File: config.mk
export PLATFORM = sky130hd
export DESIGN_NAME = rsp_xarbiter_lock
export DESIGN_NICKNAME = d
export VERILOG_FILES = /design/src/rtl/rsp_xarbiter_lock.sv
export SDC_FILE = /design/constraint.sdc
export NUM_CORES = 1
export LEC_CHECK = 0
export ABC_AREA = 1
export BUFFER_PORTS_ARGS = -buffer_cell sky130_fd_sc_hd__buf_2
export CORE_ASPECT_RATIO = 1.1
export CORE_MARGIN = 2
export CORE_UTILIZATION = 35
export CTS_CLUSTER_SIZE = 30
export DETAILED_ROUTE_END_ITERATION = 8
export HOLD_SLACK_MARGIN = 0.03
export PLACE_DENSITY = 0.56
export SYNTH_ARGS = -nofsm -noshare
export SYNTH_HDL_FRONTEND = slang
export SYNTH_SLANG_ARGS = --single-unit
File: constraint.sdc
create_clock -name clk -period 9.7 [get_ports clk]
set_input_delay 0.485 -clock clk [delete_from_list [all_inputs] [get_ports clk]]
set_output_delay 0.485 -clock clk [all_outputs]
set_load 0.01 [all_outputs]
File: src/rtl/rsp_xarbiter_lock.sv
// Response-path crossbar arbiter with packet locking: one round-robin arbiter per target.
// A target stays with one initiator from its first accepted beat until the last beat or an idle timeout.
module rsp_xarbiter_lock #(
  parameter int unsigned NI      = 5,
  parameter int unsigned NT      = 3,
  parameter int unsigned LOCK_TO = 16
) (
  input  logic             clk,
  input  logic             rst,
  input  logic [NI*NT-1:0] I_req,
  input  logic [NI-1:0]    I_last,
  input  logic [NT-1:0]    T_rdy,
  output logic [NI*NT-1:0] I_vreq,
  output logic [NT-1:0]    T_lock
);

  localparam int unsigned TOW = (LOCK_TO == 0) ? 1 : $clog2(LOCK_TO + 1);
  localparam int unsigned OW  = $clog2(NI);
  localparam int unsigned IW  = $clog2(NI * NT);

  function automatic logic [IW-1:0] bit_of(input int i, input int t);
    return IW'(i * int'(NT) + t);
  endfunction

  // Round-robin index arithmetic; both operands are below NI.
  function automatic int wrap_add(input int a, input int b);
    int s;
    s = a + b;
    return (s >= int'(NI)) ? s - int'(NI) : s;
  endfunction

  logic [NT-1:0]    lock_q, lock_d;
  logic [OW-1:0]    owner_q [NT];
  logic [OW-1:0]    owner_d [NT];
  logic [OW-1:0]    ptr_q   [NT];
  logic [OW-1:0]    ptr_d   [NT];
  logic [TOW-1:0]   tcnt_q  [NT];
  logic [TOW-1:0]   tcnt_d  [NT];

  logic [NI*NT-1:0] avail;
  logic [NI*NT-1:0] gnt;
  logic [NT-1:0]    gnt_any;
  logic [OW-1:0]    win [NT];

  always_comb begin
    avail = '0;
    for (int i = 0; i < int'(NI); i++) begin
      for (int t = 0; t < int'(NT); t++) begin
        avail[bit_of(i, t)] = I_req[bit_of(i, t)] & T_rdy[t];
      end
    end
  end

  always_comb begin
    gnt     = '0;
    gnt_any = '0;
    for (int t = 0; t < int'(NT); t++) begin
      win[t] = '0;
      if (lock_q[t]) begin
        if (avail[bit_of(int'(owner_q[t]), t)]) begin
          gnt_any[t] = 1'b1;
          win[t]     = owner_q[t];
        end
      end else begin
        // Scan downwards so the closest requester above ptr is the last one to overwrite win.
        for (int k = int'(NI) - 1; k >= 0; k--) begin
          if (avail[bit_of(wrap_add(int'(ptr_q[t]), k), t)]) begin
            gnt_any[t] = 1'b1;
            win[t]     = OW'(wrap_add(int'(ptr_q[t]), k));
          end
        end
      end
      if (gnt_any[t]) begin
        gnt[bit_of(int'(win[t]), t)] = 1'b1;
      end
    end
  end

  assign I_vreq = rst ? '0 : gnt;
  assign T_lock = lock_q;

  always_comb begin
    lock_d = lock_q;
    for (int t = 0; t < int'(NT); t++) begin
      owner_d[t] = owner_q[t];
      ptr_d[t]   = ptr_q[t];
      tcnt_d[t]  = tcnt_q[t];
      if (gnt_any[t]) begin
        tcnt_d[t] = '0;
        if (I_last[win[t]]) begin
          lock_d[t] = 1'b0;
          ptr_d[t]  = OW'(wrap_add(int'(win[t]), 1));
        end else begin
          lock_d[t]  = 1'b1;
          owner_d[t] = win[t];
        end
      end else if (lock_q[t] && (LOCK_TO != 0)) begin
        if (tcnt_q[t] == TOW'(LOCK_TO - 1)) begin
          lock_d[t] = 1'b0;
          ptr_d[t]  = OW'(wrap_add(int'(owner_q[t]), 1));
          tcnt_d[t] = '0;
        end else begin
          tcnt_d[t] = tcnt_q[t] + TOW'(1);
        end
      end
    end
  end

  always_ff @(posedge clk) begin
    if (rst) begin
      lock_q <= '0;
      for (int t = 0; t < int'(NT); t++) begin
        owner_q[t] <= '0;
        ptr_q[t]   <= '0;
        tcnt_q[t]  <= '0;
      end
    end else begin
      lock_q <= lock_d;
      for (int t = 0; t < int'(NT); t++) begin
        owner_q[t] <= owner_d[t];
        ptr_q[t]   <= ptr_d[t];
        tcnt_q[t]  <= tcnt_d[t];
      end
    end
  end

`ifndef SYNTHESIS
  always @(posedge clk) begin
    if (!rst) begin
      for (int i = 0; i < int'(NI); i++) begin
        assume ($onehot0(I_req[bit_of(i, 0) +: NT]));
      end
      assert ((I_vreq & ~avail) == '0);
      for (int t = 0; t < int'(NT); t++) begin
        for (int i = 0; i < int'(NI); i++) begin
          assert (!(lock_q[t] && I_vreq[bit_of(i, t)] && (OW'(i) != owner_q[t])));
          for (int j = i + 1; j < int'(NI); j++) begin
            assert (!(I_vreq[bit_of(i, t)] && I_vreq[bit_of(j, t)]));
          end
        end
      end
    end
  end
`endif

endmodule

==> run metrics, run 1 <==
most used cell, CP=nand2_1; Setup Crit Path Kind=register to output pin; clock root buffer=clkbuf_16; sequential share of the synthesized area=7.07%; critical path buffer and inverter count=7; hold crit path type=register to register; I/O Pins=43; DRC=0; kind of cell adding the most delay to the critical path=adder cells; postcts setup bufs=0; gr usage total=21.0%; iteration count of the initial detailed-routing pass=6; # diodes=0; Worst-Margin Slew=about 0.88 ns; synth top area cells=nand2_1 19%, ha_1 14%, nand3_1 9.7%, inv_1 7.7%, dfxtp_1 7.1%; Setup violations, final=0; area grow syn2layout=6.16%; CTS max path bufs=2; H-tree depth=2; status=finished clean; vias in the first global route=10.2k; DIE WIDTH=around 170 um; height of the chip=183 um; routed wire length=32.9 mm; Row Count=between 60 and 70; crit path max-delay cell type=dfxtp_1; Netlist cell types=55; Worst-path clk slew=0.06 ns; Worst-Skew Late Latency=approximately 0.3 ns; die footprint=0.0305 mm2; antenna viol nets, final=0; dpl cell area=0.0107 mm2; CP Launch Type=register; hpwl dp=24.7 mm; routability congestion estimate=0.948; Worst setup EP type=output pin; CP arrival=6.55 ns; Worst Path Required=9.22 ns; CP max stage delay=between 0.8 and 0.9 ns; core area=0.0287 mm2; clock sinks=36; post-DR vias/cell=about 5.3; top cell type's share of synthesized area=18.8%; Fill cells=3172; flop2flop setup slack=~3.6 ns; antenna violations before repair=0; CTS tree=done; Yosys reg bits=36; Fin. Hold Viols=0; # port buffers=42; GRT overflow=0; Max Slew Vio Count=0; syn_nets=1906; Setup Total Neg Slack=0 ns; crit path max fanout=19; final net count=roughly 1.9k; clk_skew=0.0107 ns; RSZ-0062 raised after global routing=false; via count=11.3k; hold_buf cts=0; fin crit period=approximately 7 ns; Most used DFF post-synth=dfxtp_1; cell taking the most area after synthesis=nand2_1; Final period util=72.6%; cts bufs inserted=5; Post-synth ARST share=0%; post-synthesis cell area=slightly above 0.01 mm2; Max Freq=142 MHz; max-cap violations=0; CTS resizes=0; Synth Warn #=0; Syn Area/Cell=slightly below 6 um2; cell count after synthesis=1761; Post-synth EDFFs=0; first-pass GRT wire length=52.7 mm; Initial DRC Count=between 900 and 1k; pin count of the biggest net entering global routing=28; Worst slew margin=41.1%; Starting Density=35.5%; layout cell share with drive strength beyond 1=12.3%; routed len/inst=between 15 and 20 um; Design Area, Final=~0.011 mm2
## synth_stat cells, types with 12 or more instances
master	number
nand2_1	511
inv_1	209
nand3_1	197
nor2_1	140
ha_1	111
o21ai_0	103
a21oi_1	64
nand2_2	57
dfxtp_1	36
o211ai_1	33
nand4_1	24
inv_2	22
xnor2_1	20
xor2_1	19
clkbuf_1	16
o21ai_1	16
nor2_2	15
a31oi_1	12
nand2_4	12
## area by class of cell
cell class | instances | area (um2) | area share (%)
clock buffer | 7 | 153 | 1.41
inverter | 239 | 907 | 8.38
multi-input combinational | 1447 | 8330 | 76.9
sequential | 36 | 721 | 6.66
tap | 368 | 460 | 4.25
timing repair buffer | 48 | 255 | 2.36
## registers in the layout (all words and copies together), names as in the netlist
register,flops
tcnt_q,15
ptr_q,9
T_lock,3
owner_q,9
## per-layer routing
metal  vias to the layer above  track usage [%]  part of all wire (%)
li1                       5792                -                     -
met1                      5134             29.1                    47
met2                       358             34.5                    44
met3                        60             2.16                   7.1
met4                         0             6.07                   2.6
met5                         -                0                     0
## metrics by stage
| stage | util, % | hold WS, ns | instances | worst slack, ns |
|---|---|---|---|---|
| 2_1_floorplan | - | 0.422 | 1761 | 4.30 |
| 3_5_place_dp | 37.2 | 0.441 | 2138 | 3.04 |
| 3_3_place_gp | 37.2 | 0.442 | 2138 | 3.05 |
| 6_report | 37.7 | 0.452 | 2145 | 2.66 |
| 5_1_grt | 37.7 | 0.484 | 2145 | 2.01 |
| 4_1_cts | 37.7 | 0.452 | 2145 | 2.69 |
## worst paths after layout
kind / start / end / depth (start not counted)
worst min register to register: tcnt_q[0][4]$_SDFFE_PP0P_ / tcnt_q[0][4]$_SDFFE_PP0P_ / 2
worst max register to register: ptr_q[0][3]$_SDFFE_PP0P_ / ptr_q[0][3]$_SDFFE_PP0P_ / 35
worst min-delay path: tcnt_q[0][4]$_SDFFE_PP0P_ / tcnt_q[0][4]$_SDFFE_PP0P_ / 2
worst max-delay path: ptr_q[0][3]$_SDFFE_PP0P_ / I_vreq[3] / 32
## logic make-up (layout without fill, tap and decap cells)
| family | after synthesis | count (layout) | share of synthesized area (%) |
|---|---|---|---|
| xor+xnor | 41 | 41 | 3.78 |
| compound gates | 284 | 284 | 17.3 |
| flops | 36 | 36 | 7.07 |
| simple gates | 1002 | 1002 | 45.2 |
| buf+inv | 278 | 294 | 11.3 |
| fa+ha+maj | 120 | 120 | 15.4 |
## tightest hold or removal path, stage by stage (launching register included)
cell,delay [ns]
dfxtp_1,0.29
inv_1,0.06
a211oi_1,0.05
## cell usage in the layout (no fill, tap or decap), types with 6 or more instances in the layout
cell type | netlist | layout
a21oi_2 | 6 | 6
inv_2 | 22 | 22
nor2_1 | 140 | 140
nand4_1 | 24 | 24
xor2_1 | 19 | 19
nand2_2 | 57 | 57
o22ai_1 | 6 | 6
o21ai_0 | 103 | 103
a31oi_1 | 12 | 12
o211ai_1 | 33 | 33
buf_2 | 9 | 42
nand2_4 | 12 | 12
nand2_1 | 511 | 511
fa_1 | 9 | 9
inv_1 | 209 | 209
nor3_1 | 8 | 8
nor2_2 | 15 | 15
o221ai_1 | 7 | 7
ha_1 | 111 | 111
buf_4 | 4 | 6
nand3_1 | 197 | 197
dfxtp_1 | 36 | 36
o21ai_1 | 16 | 16
xnor2_1 | 20 | 20
nand3_2 | 9 | 9
a21oi_1 | 64 | 64
o21ai_2 | 9 | 9
nand3b_1 | 9 | 9
Power of run 1 is left out: the tool's default activity adds up to more than one toggle a clock period on the data nets, which glitch-free logic cannot reach.
==> inputs of run 2 (changes only) <==
Settings changed: PLACE_DENSITY 0.56 to 0.58.
Clock period 9.7 ns to 6.25 ns, I/O delays scaled along.
==> run 2 against run 1 <==
Effect of this change:
- setup slack worse by 2.3 ns
- critical endpoint is now I_vreq[5]
- hold slack about the same
- largest cell class unchanged
- via count up 1.7%
- final cell count up 1.2%
==> run metrics, run 2 (synthesis results as in run 1) <==
clk_skew=0.0100 ns; Design Area, Final=between 0.01 and 0.015 mm2; CP max stage delay=around 0.4 ns; # diodes=0; Worst Path Required=5.94 ns; hold crit path type=register to register; gr usage total=20.7%; highest-count cells in the layout ignoring fill and taps=507 x nand2_1, 204 x inv_1, 197 x nand3_1; first-pass GRT wire length=52.9 mm; GRT overflow=0; hold_buf cts=0; Setup violations, final=0; routability congestion estimate=around 0.9; crit path max fanout=9; post-DR vias/cell=5.31; DRC=0; hpwl dp=24.5 mm; Multi-input gate area=0.00844 mm2; Max Freq=~170 MHz; via count=11.5k; Worst slew margin=42.7%; iteration count of the initial detailed-routing pass=6; GR Util met3=1.88%; crit path max-delay cell type=dfxtp_4; busiest grt layer=met2; antenna violations before repair=0; clock sinks=36; Worst-path clk slew=0.06 ns; H-tree depth=2; biggest regs=tcnt_q: 15 flops, owner_q: 9 flops, ptr_q: 9 flops; cts bufs inserted=5; # port buffers=42; Setup Crit Path Kind=register to output pin; vias in the first global route=10.6k; dpl cell area=0.0108 mm2; final net count=1947; antenna viol nets, final=0; Fin. Hold Viols=0; Most flops, register=tcnt_q; pre-CTS WS=0.121 ns; pin count of the biggest net entering global routing=28; core area=0.0287 mm2; CTS max path bufs=2; layout cell share with drive strength beyond 1=15.1%; flip-flop count of the largest register after layout=15; Worst setup EP type=output pin; height of the chip=183 um; CP Launch Type=register; Max Slew Vio Count=0; setup ws final=0.380 ns; Fill cells=3111; status=finished clean; Starting Density=between 30% and 40%; routed wire length=32.4 mm; R2R cell count=28; DIE WIDTH=approximately 170 um; area grow syn2layout=9.30%; GR Layer Usage met2=35.2%; I/O Pins=43; Min-Delay Path Depth=2; Final period util=93.9%; Worst-Skew Late Latency=0.29 ns; Initial DRC Count=860; GR Util met1=between 20% and 30%; commonest non-fill, non-tap cell in the layout=nand2_1; Worst-Margin Slew=approximately 0.86 ns; register area=around 730 um2; max-cap violations=0; fin crit period=5.87 ns; clock root buffer=clkbuf_16; Row Count=65; routed len/inst=approximately 15 um; CP arrival=5.56 ns; most used cell, CP=nand2_1; CTS tree=done; die footprint=between 0.03 and 0.04 mm2
## run 2: through the flow
step / hold WS (ns) / std cells / util (%) / TNS (ns)
CTS: 0.455 / 2159 / 38.1 / 0
global placement: 0.435 / 2151 / 37.5 / 0
floorplan: 0.422 / 1761 / - / 0
finish: 0.453 / 2171 / 38.8 / 0
detailed placement: 0.442 / 2151 / 37.5 / 0
global route: 0.467 / 2171 / 38.8 / -0.0341
## run 2: cell type report
type	instances	share of cell area, %
clock buffers	7	1.28
repair buffers	73	4.04
flip-flops and latches	36	6.56
well taps	368	4.13
multi-input cells	1447	75.7
inverters	239	8.23
clock inverters	1	0.0674
## run 2: path summary, 6_finish.rpt
path                                                 from                   endpoint  slack (ns)
worst max-delay path             ptr_q[0][6]$_SDFFE_PP0P_                  I_vreq[5]        0.38
worst min-delay path            tcnt_q[0][9]$_SDFFE_PP0P_  tcnt_q[0][9]$_SDFFE_PP0P_        0.45
worst max register to register   ptr_q[0][4]$_SDFFE_PP0P_   ptr_q[0][4]$_SDFFE_PP0P_        1.09
worst min register to register  tcnt_q[0][9]$_SDFFE_PP0P_  tcnt_q[0][9]$_SDFFE_PP0P_        0.45
## run 2: timing repair
action | CTS | global route
pin swaps | 0 | 4
setup endpoints to repair | 15 | 15
gates resized for setup | 3 | 41
cloned | 0 | 0
setup buffers | 0 | 12
## run 2: worst max-delay path: cells and delay by family, from the launching register on
| family | cells | cell delay, ns |
|---|---|---|
| adders and majority gates | 5 | 1.36 |
| xor gates and xnor gates | 3 | 0.66 |
| buffers and inverters | 9 | 0.88 |
| and+or+nand+nor | 14 | 1.28 |
| DFF | 1 | 0.40 |
| AOI/OAI and AO/OA | 4 | 0.67 |
## run 2: metal layers
metal,wire length (um),vias up
li1,-,5857
met1,14900,5260
met2,14900,354
met3,1770,67
met4,861,0
met5,0,-
Power of run 2 is left out for the same reason.
